--- src/rtl/tcp_pkg.sv ---
// Shared widths, per-flow receive-ack state record and small helpers for
// the TCP receive path. Sequence/ack numbers are 32-bit; payload ring
// pointers carry one extra wrap bit above RX_PAYLOAD_PTR_W.
package tcp_pkg;

    localparam int ACK_NUM_W           = 32;
    localparam int SEQ_NUM_W           = 32;
    localparam int RX_PAYLOAD_PTR_W    = 10;
    // Pointer width including the wrap bit (full/empty disambiguation).
    localparam int RX_PAYLOAD_IDX_W    = RX_PAYLOAD_PTR_W + 1;
    // One packet may legally cover the whole ring, so length needs the wrap bit too.
    localparam int PAYLOAD_ENTRY_LEN_W = RX_PAYLOAD_PTR_W + 1;
    localparam int DUP_CNT_W           = 3;

    localparam logic [RX_PAYLOAD_IDX_W-1:0] RX_BUF_SIZE = RX_PAYLOAD_IDX_W'(1) << RX_PAYLOAD_PTR_W;
    localparam logic [DUP_CNT_W-1:0]        DUP_CNT_MAX = '1;

    typedef struct packed {
        logic [ACK_NUM_W-1:0]        ack_num;
        logic [RX_PAYLOAD_IDX_W-1:0] tail_ptr;
        logic [RX_PAYLOAD_IDX_W-1:0] head_ptr;
    } rx_ack_state_struct;

    // Saturating duplicate-ack counter step: cleared by an accepted packet,
    // otherwise bumped until it pins at the maximum.
    function automatic logic [DUP_CNT_W-1:0] dup_cnt_step(
        input logic [DUP_CNT_W-1:0] cnt,
        input logic                 accept
    );
        if (accept) begin
            return '0;
        end
        if (cnt == DUP_CNT_MAX) begin
            return cnt;
        end
        return cnt + 1'b1;
    endfunction

endpackage

--- src/rtl/rx_ack_calc.sv ---
// Purpose : accept/reject decision and next ack/tail/window for one packet.
// Latency : purely combinational.
// Backpressure: none; the caller decides when the result is consumed.
// Ports   : state (current flow record), seq/len (packet), accept, ack_next
//           (new ack or duplicate ack), tail_next, win (advertised window).
module rx_ack_calc
    import tcp_pkg::*;
(
    input  rx_ack_state_struct               state,
    input  logic [SEQ_NUM_W-1:0]             seq,
    input  logic [PAYLOAD_ENTRY_LEN_W-1:0]   len,
    output logic                             accept,
    output logic [ACK_NUM_W-1:0]             ack_next,
    output logic [RX_PAYLOAD_IDX_W-1:0]      tail_next,
    output logic [RX_PAYLOAD_IDX_W-1:0]      win
);

    logic [RX_PAYLOAD_IDX_W-1:0] used;
    logic [RX_PAYLOAD_IDX_W-1:0] left;

    // Pointers carry a wrap bit, so the modular difference is the occupancy.
    assign used = state.tail_ptr - state.head_ptr;
    assign left = RX_BUF_SIZE - used;

    // Exact equality only: out-of-order data is not buffered, and wrap of
    // the 32-bit sequence space needs no special casing.
    assign accept    = (seq == state.ack_num) && (left >= len);
    assign ack_next  = accept ? (seq + ACK_NUM_W'(len)) : state.ack_num;
    assign tail_next = accept ? (state.tail_ptr + len) : state.tail_ptr;
    assign win       = accept ? (left - len) : left;

endmodule

--- src/rtl/rx_ack_flow_tracker.sv ---
// Purpose : per-flow in-order receive tracker producing ack number, write
//           pointer and window for each arriving packet.
// Latency : packet transferred in cycle N -> result register valid in N+2.
// Backpressure: pkt_rdy = !S1 valid | output free; S1 holds while res stalls.
// Ports   : init_* (re)arms a flow; pkt_* valid/ready packet input; cons_*
//           application head-pointer update (always accepted); res_* result.
// Build option: define RX_ACK_DUPCNT_EN to add a per-flow saturating
//           duplicate-ack counter reported on res_dup_cnt.
module rx_ack_flow_tracker
    import tcp_pkg::*;
#(
    parameter int NUM_FLOWS = 8,
    parameter int FLOW_ID_W = $clog2(NUM_FLOWS)
) (
    input  logic                             clk,
    input  logic                             rst,

    input  logic                             init_val,
    input  logic [FLOW_ID_W-1:0]             init_flow_id,
    input  logic [ACK_NUM_W-1:0]             init_ack_num,

    input  logic                             pkt_val,
    output logic                             pkt_rdy,
    input  logic [FLOW_ID_W-1:0]             pkt_flow_id,
    input  logic [SEQ_NUM_W-1:0]             pkt_seq_num,
    input  logic [PAYLOAD_ENTRY_LEN_W-1:0]   pkt_payload_len,

    input  logic                             cons_val,
    input  logic [FLOW_ID_W-1:0]             cons_flow_id,
    input  logic [RX_PAYLOAD_PTR_W:0]        cons_head_ptr,

    output logic                             res_val,
    input  logic                             res_rdy,
    output logic [FLOW_ID_W-1:0]             res_flow_id,
    output logic [ACK_NUM_W-1:0]             res_ack_num,
    output logic                             res_accept,
    output logic [RX_PAYLOAD_PTR_W:0]        res_wr_ptr,
    output logic [RX_PAYLOAD_PTR_W:0]        res_win
`ifdef RX_ACK_DUPCNT_EN
    ,
    output logic [DUP_CNT_W-1:0]             res_dup_cnt
`endif
);

    rx_ack_state_struct flow_state [NUM_FLOWS];

    // Stage-1 packet register.
    logic                            s1_val;
    logic [FLOW_ID_W-1:0]            s1_flow_id;
    logic [SEQ_NUM_W-1:0]            s1_seq;
    logic [PAYLOAD_ENTRY_LEN_W-1:0]  s1_len;

    logic                            out_free;
    logic                            s1_fire;
    logic                            pkt_fire;

    rx_ack_state_struct              s1_state;
    logic                            calc_accept;
    logic [ACK_NUM_W-1:0]            calc_ack;
    logic [RX_PAYLOAD_IDX_W-1:0]     calc_tail;
    logic [RX_PAYLOAD_IDX_W-1:0]     calc_win;

    assign out_free = !res_val || res_rdy;
    assign s1_fire  = s1_val && out_free;
    assign pkt_rdy  = !s1_val || out_free;
    assign pkt_fire = pkt_val && pkt_rdy;

    // State is read live when S1 fires and written back on the same edge,
    // so a following packet on the same flow sees it with no bypass path.
    // A cons write landing this cycle is not visible yet (old head used).
    assign s1_state = flow_state[s1_flow_id];

    rx_ack_calc u_calc (
        .state     (s1_state),
        .seq       (s1_seq),
        .len       (s1_len),
        .accept    (calc_accept),
        .ack_next  (calc_ack),
        .tail_next (calc_tail),
        .win       (calc_win)
    );

    // Stage-1 register and result register.
    always_ff @(posedge clk) begin
        if (rst) begin
            s1_val      <= 1'b0;
            s1_flow_id  <= '0;
            s1_seq      <= '0;
            s1_len      <= '0;
            res_val     <= 1'b0;
            res_flow_id <= '0;
            res_ack_num <= '0;
            res_accept  <= 1'b0;
            res_wr_ptr  <= '0;
            res_win     <= '0;
        end else begin
            if (pkt_fire) begin
                s1_val     <= 1'b1;
                s1_flow_id <= pkt_flow_id;
                s1_seq     <= pkt_seq_num;
                s1_len     <= pkt_payload_len;
            end else if (s1_fire) begin
                s1_val <= 1'b0;
            end

            if (s1_fire) begin
                res_val     <= 1'b1;
                res_flow_id <= s1_flow_id;
                res_ack_num <= calc_ack;
                res_accept  <= calc_accept;
                res_wr_ptr  <= s1_state.tail_ptr;
                res_win     <= calc_win;
            end else if (res_rdy) begin
                res_val <= 1'b0;
            end
        end
    end

    // Per-flow state. Write order gives priority: init > cons/writeback.
    // Writeback and cons touch disjoint fields, so both apply together.
    always_ff @(posedge clk) begin
        if (rst) begin
            for (int i = 0; i < NUM_FLOWS; i++) begin
                flow_state[i] <= '0;
            end
        end else begin
            if (s1_fire && calc_accept) begin
                flow_state[s1_flow_id].ack_num  <= calc_ack;
                flow_state[s1_flow_id].tail_ptr <= calc_tail;
            end
            if (cons_val) begin
                flow_state[cons_flow_id].head_ptr <= cons_head_ptr;
            end
            if (init_val) begin
                flow_state[init_flow_id].ack_num  <= init_ack_num;
                flow_state[init_flow_id].tail_ptr <= '0;
                flow_state[init_flow_id].head_ptr <= '0;
            end
        end
    end

`ifdef RX_ACK_DUPCNT_EN
    logic [DUP_CNT_W-1:0] dup_cnt [NUM_FLOWS];
    logic [DUP_CNT_W-1:0] dup_next;

    assign dup_next = dup_cnt_step(dup_cnt[s1_flow_id], calc_accept);

    always_ff @(posedge clk) begin
        if (rst) begin
            for (int i = 0; i < NUM_FLOWS; i++) begin
                dup_cnt[i] <= '0;
            end
            res_dup_cnt <= '0;
        end else begin
            if (s1_fire) begin
                dup_cnt[s1_flow_id] <= dup_next;
                res_dup_cnt         <= dup_next;
            end
            if (init_val) begin
                dup_cnt[init_flow_id] <= '0;
            end
        end
    end
`endif

endmodule

--- config.mk ---
export PLATFORM = sky130hd
export DESIGN_NAME = rx_ack_flow_tracker
export DESIGN_NICKNAME = d
export VERILOG_FILES = /design/src/rtl/tcp_pkg.sv /design/src/rtl/rx_ack_calc.sv /design/src/rtl/rx_ack_flow_tracker.sv
export SDC_FILE = /design/constraint.sdc
export NUM_CORES = 1
export LEC_CHECK = 0
export BUFFER_PORTS_ARGS = -buffer_cell sky130_fd_sc_hd__buf_4
export CORE_MARGIN = 3
export CORE_UTILIZATION = 60
export DETAILED_ROUTE_END_ITERATION = 12
export GPL_TIMING_DRIVEN = 1
export PLACE_DENSITY_LB_ADDON = 0.2
export SLEW_MARGIN = 20
export SYNTH_ARGS = -nofsm -noshare
export SYNTH_HDL_FRONTEND = slang
export SYNTH_HIERARCHICAL = 1
export SYNTH_SLANG_ARGS = --single-unit
--- constraint.sdc ---
create_clock -name clk -period 15 [get_ports clk]
set_input_delay 3.75 -clock clk [delete_from_list [all_inputs] [get_ports clk]]
set_output_delay 3.75 -clock clk [all_outputs]
set_load 0.01 [all_outputs]
==> out/results.ini <==
[timing]
clock_skew_ns=0.03619
rsz0062_at_grt=no
tightest_slew_ns=1.208
hold_slack_ns=0.4545
slew_headroom=0.1895
period_share=0.5944
setup_violations=0
fmax_mhz=112.2
finalSetupTns_ns=0
slew_viol_final=0
final_hold_viol_count=0
layout_min_cycle_time_ns=8.917

[layout]
fill_cells=3805
syn_to_final_growth_pct=10.28
nets=3300
drive_above_1_share=0.1567

[floorplan]
pin_count=161
core-area_sq_um=47950
chipHeight_um=227.0
num_rows=80
die_w_um=227.0
start_util=0.6110
die-area_sq_um=51510

[yosys]
yosys_warnings=6
ys_types=70
syn_area_sq_um=29290
synthAdderAreaFrac=0.02452
ys_ff_latch=541
synth-edff-count=256
synthSimpleGateAreaFrac=0.2211
yosys-top-cells-count=nand2_1 (728), dfxtp_1 (285), a21oi_1 (262)
synth-compound-area-share=0.1021
ys.flop_type=dfxtp_1
ys_seq_area_frac=0.4572
synthesis.nets=3317
synth_xor_area_frac=0.02183
ys_async_sr_fraction=0
yosysMostFrequentCell=nand2_1
synth_area_leaders=edfxtp_1 (26%), dfxtp_1 (19%), nand2_1 (9.3%), mux4_2 (6.6%), a21oi_1 (4.5%)
yosysTopAreaCellShare=0.2624
yosysTopAreaCell=edfxtp_1
synth_top_family_by_area=simple AND/OR/NAND/NOR gates
synth.area.mux_share=0.1241
synthCells=3161
syn_avg_cell_area_sq_um=9.267

[clocking]
cts.sink_count=541
cts_tree=built
cts_buffers=56
cts_buffer_depth=3
insertion_delay_ns=0.64
htreeDepth=2
clk_pin_slew_worst_paths_ns=0.06
holdBufCountCts=0
cts-root-buf=clkbuf_16
post_cts_buffers=0
cts_resized=0

[global_routing]
grt_pass1_wl_um=145500
grt_usage=0.3740
antenna_found_initial=2
overflow=0
grt_max_degree=118
grt_pass1_vias=24190

[worst_setup_path]
rrSetupSlack_ns=6.08
ff2ff_path_depth=23
crit_required_ns=15.25
r2r_end=flow_state[1][26]$_DFFE_PP_
crit_path_max_fanout=45
endpoint_kind=flop
crit_type=flop to flop
start_kind=flop
arrival_ns=9.17

[place]
numPortBuffers=160
hpwl_um=61530
place_congestion=0.9617

[worst_hold_path]
min_path_type=flop to flop
min-delay-start=res_ack_num[2]$_SDFFE_PP0P_
holdPathEnd=res_ack_num[2]$_SDFFE_PP0P_
min_path_cells=2

[pwr]
ir_drop_uv=106.3
p_leak_nw=12.26
pwr_density_cell_nw_per_um2=111.5

[detailed_routing]
avgRoutedWirePerCell_um=25.64
dr_total_vias=25220
routed_via_density=6.622
drc=0
dr.pass1.iters=7
drt_iter0_drc=3314
totalWireLength_um=97650
ant_nets=0

[job]
maxCapViolations=0

[status]
status=finished clean

-- cells in the final DEF, fill, tap and decap left out, drive strengths merged, types with 7 or more instances in the layout --
cell type / synthesis / routed
a21o: 13 / 13
nand4: 14 / 14
nand3: 205 / 205
o21ai: 183 / 183
nor2: 134 / 134
clkinv: 0 / 15
xor2: 45 / 45
mux2: 69 / 69
mux2i: 92 / 92
o22ai: 11 / 11
a21oi: 263 / 263
or3b: 12 / 12
nand2: 728 / 728
clkbuf: 155 / 79
inv: 37 / 42
or3: 12 / 12
nor4: 16 / 16
nor2b: 77 / 77
and3: 8 / 8
mux4: 86 / 86
nand3b: 106 / 106
edfxtp: 256 / 256
nor3: 20 / 20
xnor2: 28 / 28
and2: 7 / 7
o21a: 14 / 14
buf: 132 / 211
ha: 51 / 51
a221oi: 13 / 13
dfxtp: 285 / 285
nand2b: 13 / 13
-- flip-flops by register name (all words and copies together) (netlist names), 3 cells and up, named ones only --
signal,cells
flow_state,432
res_ack_num,32
s1_seq,32
res_win,11
res_wr_ptr,11
s1_len,11
res_flow_id,3
s1_flow_id,3
-- cells by family (layout without fill, tap and decap cells) --
kind of cell               after synthesis  count (layout)
AOI/OAI and AO/OA                      542             542
xor gates and xnor gates                73              73
buffers and inverters                  324             353
DFF                                    541             541
muxes                                  247             247
adders and majority gates               55              55
and+or+nand+nor                       1379            1379
other                                    0               3
-- how the worst max path moves through the flow --
stage	endpoint	depth (start not counted)
4_1_cts	flow_state[0][30]$_DFFE_PP_	25
5_1_grt	flow_state[1][32]$_DFFE_PP_	23
6_report	flow_state[1][26]$_DFFE_PP_	23
3_5_place_dp	flow_state[0][30]$_DFFE_PP_	25
2_1_floorplan	pkt_rdy	1
3_3_place_gp	flow_state[0][26]$_DFFE_PP_	25
-- metrics by stage --
step / setup slack [ns] / power [mW] / cells / util / cell area (sq um)
2_1_floorplan: 7.286 / 2.030 / 3161 / - / 29290
3_3_place_gp: 6.386 / 2.208 / 3701 / 0.6354 / 30460
3_5_place_dp: 6.210 / 2.218 / 3701 / 0.6354 / 30460
4_1_cts: 6.160 / 3.595 / 3805 / 0.6733 / 32280
5_1_grt: 5.558 / 3.703 / 3807 / 0.6737 / 32300
6_report: 6.083 / 3.602 / 3808 / 0.6738 / 32310
-- power breakdown --
group / internal [mW] / total, mW / switching, mW
registers: 1.61 / 1.66 / 0.0423
clock network: 0.789 / 1.40 / 0.609
logic: 0.205 / 0.549 / 0.344
-- metal layers --
layer  wire length (um)  vias to the layer above  track usage
met3              10510                      354      0.06267
met5                  0                        -            0
li1                   -                    11100            -
met2              45790                     1747       0.6077
met4               6193                        0       0.2198
met1              35160                    12010       0.4757
-- layout make-up --
class                      instances  area, sq um  share of cell area
tap                              615        769.5             0.02382
clock inverter                    26        241.5            0.007475
clock buffer                      78         1578             0.04884
timing repair buffer             212         1598             0.04946
antenna                            3        7.507           0.0002324
sequential                       541        13400              0.4148
multi-input combinational       2296        14570              0.4510
inverter                          37        138.9            0.004299
-- critical path: stages, from the launching register on --
cell	delay (ns)
dfxtp_4	0.56
buf_4	0.71
mux2_2	0.30
o22ai_1	0.09
a221oi_1	0.65
inv_1	0.20
ha_1	0.34
ha_1	0.18
inv_1	0.06
fa_1	0.39
nor2b_1	0.12
o21ai_0	0.10
a21boi_0	0.44
o21ai_0	0.21
xnor2_1	0.20
ha_1	0.46
a211oi_1	0.15
nand2_1	0.09
a211oi_1	0.09
nor4_1	0.35
buf_4	0.21
nor4b_4	0.70
nand4_1	0.73
nand2_2	1.14
No activity file was read; power rests on OpenSTA's default activity.
